$ cat src/rtl/tx_pkg.sv
// tx_pkg: power FSM states, config register reset and field positions shared by the tx block
package tx_pkg;
  typedef enum logic [1:0] {ACTIVE, COUNT, IDLE} pwr_e;
  localparam logic [6:0] IDLE_RST_DEF = 7'd1;
  localparam int EN_BIT = 0;
  localparam int IDLE_LSB = 1;
  localparam int IDLE_MSB = 7;
  function automatic logic [7:0] cfg_rst(input logic [6:0] idle_time);
    return {idle_time, 1'b0};
  endfunction
endpackage

$ cat src/rtl/tx_if.sv
// tx_if: memory-side, requestor-side, config and power signals of tx; tx_level exists only with TX_LEVEL_EN
interface tx_if #(parameter int DEPTH = 4);
  logic                   tx_mem;
  logic [7:0]             tx_mem_data;
  logic                   tx_mem_rdy;
  logic                   tx_vld;
  logic [7:0]             tx_data;
  logic                   tx_rdy;
  logic                   reg_wr;
  logic [7:0]             reg_data;
  logic                   idle;
`ifdef TX_LEVEL_EN
  logic [$clog2(DEPTH):0] tx_level;
  modport master (output tx_mem, tx_mem_data, tx_rdy, reg_wr, reg_data,
                  input tx_mem_rdy, tx_vld, tx_data, idle, tx_level);
  modport slave  (input tx_mem, tx_mem_data, tx_rdy, reg_wr, reg_data,
                  output tx_mem_rdy, tx_vld, tx_data, idle, tx_level);
`else
  modport master (output tx_mem, tx_mem_data, tx_rdy, reg_wr, reg_data,
                  input tx_mem_rdy, tx_vld, tx_data, idle);
  modport slave  (input tx_mem, tx_mem_data, tx_rdy, reg_wr, reg_data,
                  output tx_mem_rdy, tx_vld, tx_data, idle);
`endif
endinterface

$ cat src/rtl/tx_fifo.sv
// tx_fifo: byte FIFO with wrapping pointers and occupancy count; count_o exists only with TX_LEVEL_EN
module tx_fifo #(
  parameter int DEPTH = 4
) (
  input  logic                   clk,
  input  logic                   reset_n,
  input  logic                   wr_i,
  input  logic [7:0]             wdata_i,
  input  logic                   rd_i,
  output logic [7:0]             rdata_o,
  output logic                   full_o,
`ifdef TX_LEVEL_EN
  output logic [$clog2(DEPTH):0] count_o,
`endif
  output logic                   empty_o
);
  localparam int AW = $clog2(DEPTH);
  logic [7:0]    mem_q [DEPTH];
  logic [AW-1:0] wp_q, wp_d, rp_q, rp_d;
  logic [AW:0]   cnt_q, cnt_d;
  assign rdata_o = mem_q[rp_q];
  assign full_o  = cnt_q == (AW+1)'(DEPTH);
  assign empty_o = cnt_q == '0;
`ifdef TX_LEVEL_EN
  assign count_o = cnt_q;
`endif
  always_comb begin
    wp_d  = wp_q + AW'(wr_i);
    rp_d  = rp_q + AW'(rd_i);
    cnt_d = cnt_q + (AW+1)'(wr_i) - (AW+1)'(rd_i);
  end
  always_ff @(posedge clk) if (wr_i) mem_q[wp_q] <= wdata_i;
  always_ff @(posedge clk or negedge reset_n)
    if (!reset_n) begin
      wp_q  <= '0;
      rp_q  <= '0;
      cnt_q <= '0;
    end else begin
      wp_q  <= wp_d;
      rp_q  <= rp_d;
      cnt_q <= cnt_d;
    end
endmodule

$ cat src/rtl/tx.sv
// tx: transmit FIFO with config register, idle timer and power FSM; TX_LEVEL_EN adds the tx_level output
module tx import tx_pkg::*; #(
  parameter int         DEPTH    = 4,
  parameter logic [6:0] IDLE_RST = IDLE_RST_DEF
) (
  input logic clk,
  input logic reset_n,
  tx_if.slave bus
);
  logic [7:0] cfg_q, cfg_d;
  logic [6:0] timer_q, timer_d, idle_time;
  pwr_e       state_q, state_d;
  logic       idle_q, wr, rd, full, empty;
  assign idle_time      = cfg_q[IDLE_MSB:IDLE_LSB];
  assign bus.tx_mem_rdy = cfg_q[EN_BIT] && !full;
  assign bus.tx_vld     = !empty;
  assign bus.idle       = idle_q;
  assign wr             = bus.tx_mem && bus.tx_mem_rdy;
  assign rd             = bus.tx_vld && bus.tx_rdy;
  tx_fifo #(.DEPTH(DEPTH)) u_fifo (
    .clk     (clk),
    .reset_n (reset_n),
    .wr_i    (wr),
    .wdata_i (bus.tx_mem_data),
    .rd_i    (rd),
    .rdata_o (bus.tx_data),
    .full_o  (full),
`ifdef TX_LEVEL_EN
    .count_o (bus.tx_level),
`endif
    .empty_o (empty)
  );
  always_comb begin
    cfg_d   = bus.reg_wr ? bus.reg_data : cfg_q;
    timer_d = (wr || !empty) ? idle_time : timer_q - 7'(timer_q != '0);
    state_d = state_q;
    case (state_q)
      ACTIVE:  state_d = (empty && !wr) ? COUNT : ACTIVE;
      COUNT:   state_d = wr ? ACTIVE : (timer_q == '0 && empty && !bus.tx_mem) ? IDLE : COUNT;
      IDLE:    state_d = (bus.tx_mem || !empty) ? ACTIVE : IDLE;
      default: state_d = ACTIVE;
    endcase
  end
  always_ff @(posedge clk or negedge reset_n)
    if (!reset_n) begin
      cfg_q   <= cfg_rst(IDLE_RST);
      timer_q <= IDLE_RST;
      state_q <= ACTIVE;
      idle_q  <= 1'b0;
    end else begin
      cfg_q   <= cfg_d;
      timer_q <= timer_d;
      state_q <= state_d;
      idle_q  <= state_d == IDLE;
    end
endmodule

$ cat src/flat_wrapper.sv
// flat-port wrapper written by rule: the top's interface ports become plain ports
module tx_flat import tx_pkg::*;
#(
  parameter int         DEPTH    = 4,
  parameter logic [6:0] IDLE_RST = IDLE_RST_DEF
)
  (clk, reset_n, bus_tx_mem, bus_tx_mem_data, bus_tx_rdy, bus_reg_wr, bus_reg_data, bus_tx_mem_rdy, bus_tx_vld, bus_tx_data, bus_idle);
  tx_if #(.DEPTH(DEPTH)) bus_i ();
  input logic clk;
  input logic reset_n;
  input wire logic [$bits(bus_i.tx_mem)-1:0] bus_tx_mem;
  input wire logic [$bits(bus_i.tx_mem_data)-1:0] bus_tx_mem_data;
  input wire logic [$bits(bus_i.tx_rdy)-1:0] bus_tx_rdy;
  input wire logic [$bits(bus_i.reg_wr)-1:0] bus_reg_wr;
  input wire logic [$bits(bus_i.reg_data)-1:0] bus_reg_data;
  output wire logic [$bits(bus_i.tx_mem_rdy)-1:0] bus_tx_mem_rdy;
  output wire logic [$bits(bus_i.tx_vld)-1:0] bus_tx_vld;
  output wire logic [$bits(bus_i.tx_data)-1:0] bus_tx_data;
  output wire logic [$bits(bus_i.idle)-1:0] bus_idle;
  assign bus_i.tx_mem = bus_tx_mem;
  assign bus_i.tx_mem_data = bus_tx_mem_data;
  assign bus_i.tx_rdy = bus_tx_rdy;
  assign bus_i.reg_wr = bus_reg_wr;
  assign bus_i.reg_data = bus_reg_data;
  assign bus_tx_mem_rdy = bus_i.tx_mem_rdy;
  assign bus_tx_vld = bus_i.tx_vld;
  assign bus_tx_data = bus_i.tx_data;
  assign bus_idle = bus_i.idle;
  tx #(.DEPTH(DEPTH), .IDLE_RST(IDLE_RST)) u_core (.clk(clk), .reset_n(reset_n), .bus(bus_i));
endmodule
$ cat config.mk
export PLATFORM = sky130hd
export DESIGN_NAME = tx_flat
export DESIGN_NICKNAME = d
export VERILOG_FILES = /design/src/rtl/tx_pkg.sv /design/src/rtl/tx_if.sv /design/src/rtl/tx_fifo.sv /design/src/rtl/tx.sv /design/src/flat_wrapper.sv
export SDC_FILE = /design/constraint.sdc
export NUM_CORES = 1
export LEC_CHECK = 0
export ABC_AREA = 0
export CORE_MARGIN = 3
export CORE_UTILIZATION = 54
export DETAILED_ROUTE_END_ITERATION = 6
export GPL_ROUTABILITY_DRIVEN = 0
export PLACE_DENSITY = 0.79
export SYNTH_ARGS = -nofsm -noshare
export SYNTH_HDL_FRONTEND = slang
export SYNTH_SLANG_ARGS = --single-unit
$ cat constraint.sdc
create_clock -name clk -period 2.38 [get_ports clk]
set_input_delay 0.357 -clock clk [delete_from_list [all_inputs] [get_ports clk]]
set_output_delay 0.357 -clock clk [all_outputs]
set_load 0.02 [all_outputs]
==> flow_summary.ini <==
[drt]
wl_per_cell_um = 16.7
drtPass1Iterations = 4
first_iter_violations = 53
drc = 0
viasPerCell = 5.55
routed-via-count = 1353
ant_nets = 0
wl_mm = 4.08

[critical_path]
cp-start-kind = flop
r2r_end = u_core.u_fifo.cnt_q[2]$_DFF_PN0_
end_kind = primary output
cp.required_ps = 2020
crit_type = flop to primary output
r2r_start = u_core.u_fifo.cnt_q[1]$_DFF_PN0_
worst-r2r-setup-slack_ps = 350
critPathMaxFanout = 10
worstPathArrival_ps = 1950
r2r_cells = 8
cp-endpoint = bus_tx_data[1]
cp-startpoint = u_core.u_fifo.rp_q[0]$_DFF_PN0_

[clocking]
tritoncts = done
insertion_delay_ps = 330
htreeDepth = 3
cts_buffer_depth = 2
clock-sinks = 57
cts_root_buf = clkbuf_8
cts_setup_buffers = 0
cts_buffers = 9
clk_pin_slew_ps = 60

[sta]
slew_headroom_pct = 51.5
period_share_pct = 96.8
hold_violations = 0
tightestPinTransition_ps = 726
finClkSkew_ps = 7.03
fin_tns_setup_ps = 0
finalSetupViolations = 0
fmax_ghz = 0.434
period_needed_ps = 2300
rsz0062_at_grt = false
slew_violations = 0

[grt]
grt_pass1_vias = 1446
grt_pass1_wl_mm = 6.89
track_usage_pct = 18.5
grt_max_degree = 26
grt_overflow = 0
antenna_found_initial = 0

[yosys]
yosysWarningCount = 0
synthArstFlopShare_pct = 43.9
synth-edff-count = 32
yosysUniqueCellTypes = 34
avgSynthCellArea_um2 = 16.0
synth_flop_cell = edfxtp_1
netlist_area_um2 = 2340
syn_nets = 172
yosysSeqAreaShare_pct = 67.8
synthCells = 146
ys_seq_elements = 57

[finish]
final_cell_area_um2 = 2900
diodes = 0
final_cell_mix = edfxtp_1 (32), clkdlybuf4s50_1 (30), dfrtp_1 (23), clkbuf_8 (9)
layout_commonest_cell = edfxtp_1
drive_gt1_share_pct = 20.1
synthToLayoutAreaGrowth_pct = 23.6
nNetsFinal = 215
final_cells = 244

[hold_path]
hp-class = input port to async pin

[floorplan]
die_area_um2 = 5160
die_y_um = 71.9
io-pin-count = 32
start_util_pct = 57.3
core_um2 = 4090
placementRows = 23
die_x_um = 71.9

[pwr]
p_per_area_nw_per_um2 = 1090
leakage_nw = 1.11
vdd_drop_max_mv = 0.577

[place]
portBuffers = 31
hpwl_mm = 2.90
post_dp_cell_area_um2 = 2740
dp.cells = 228

[status]
status = finished, final reports clean

[flow_run]
maxCapViolCount = 0
[cells in the mapped netlist (all sizes together), types with 2 or more instances]
cell type	number	area, um^2
nand3	2	10.0
xnor2	7	61.3
nor3	3	15.0
ha	4	50.1
nor3b	4	30.0
nor2b	2	12.5
o21ai	6	30.0
mux4	8	180
dfrtp	23	576
a2111oi	2	25.0
buf	3	13.8
mux2	8	90.1
edfxtp	32	961
a22o	2	17.5
nor2	8	30.0
dfstp	2	52.6
inv	6	22.5
clkbuf	2	7.51
nand2	7	26.3
a21oi	3	15.0
[stage by stage]
stage	util (%)	power [mW]	hold slack, ps	setup slack (ps)
floorplan	-	2.07	61.4	467
global placement	67.0	2.40	464	208
detailed placement	67.0	2.46	475	139
CTS	70.8	3.18	390	39.1
global route	70.9	3.33	416	2.64
finish	70.9	3.15	386	77.3
[repair_timing]
action	in CTS	in global routing
hold buffers	0	0
resized for setup	0	1
setup endpoints to repair	0	1
[flip-flops by register name, indices dropped and copies added (netlist names)]
register,cells
u_core.u_fifo.mem_q,32
u_core.cfg_q,8
u_core.timer_q,7
u_core.u_fifo.cnt_q,3
u_core.state_q,2
u_core.u_fifo.rp_q,2
u_core.u_fifo.wp_q,2
u_core.bus.idle,1
[worst min path at each step]
stage / from / end / slack [ps] / cells past startpoint
after floorplan: reset_n / u_core.bus.idle$_DFF_PN0_ / 60 / 0
after global placement: u_core.cfg_q[2]$_DFFE_PN0P_ / u_core.timer_q[1]$_DFF_PN0_ / 460 / 2
after detailed placement: u_core.cfg_q[4]$_DFFE_PN0P_ / u_core.timer_q[3]$_DFF_PN0_ / 480 / 2
after CTS: reset_n / u_core.u_fifo.cnt_q[1]$_DFF_PN0_ / 390 / 2
after global routing: reset_n / u_core.u_fifo.cnt_q[0]$_DFF_PN0_ / 420 / 2
final: reset_n / u_core.cfg_q[0]$_DFFE_PN0P_ / 390 / 2
[worst max-delay path: stages (launching register included)]
cell             delay [ps]
dfrtp_1                 320
buf_4                   220
mux4_2                  520
clkdlybuf4s50_1         550
[layer usage]
metal	GRT usage (%)	vias up	wire, um
met3	6.31	7	251
li1	-	633	-
met4	8.77	0	59
met1	22.1	662	1620
met2	30.2	51	2160
met5	0	-	0
[layout make-up]
type	instances	area (um^2)
Multi-Input combinational cell	78	709
Sequential cell	57	1590
Clock buffer	11	131
Fill cell	270	1190
Clock inverter	5	22.5
Tap cell	50	62.6
Timing Repair Buffer	37	358
Inverter	6	22.5
[report_power, final]
part | total (mW) | leakage, nW | switching [mW] | internal (mW)
clock network | 0.719 | 0.0819 | 0.354 | 0.365
logic | 1.01 | 0.440 | 0.469 | 0.538
registers | 1.42 | 0.586 | 0.180 | 1.24
total | 3.15 | 1.11 | 1.00 | 2.15
[logic make-up after synthesis]
family                   count (synthesis)  synth area share (%)
flip-flops                              57                  67.8
AND/OR/NAND/NOR                         30                  6.68
AO/OA/AOI/OAI                           18                  5.66
multiplexers                            17                  12.0
buffers and inverters                   11                  1.87
XOR/XNOR                                 8                  2.99
adder cells (fa/ha/maj)                  5                  2.99
Power figures use the tool's default switching activity.
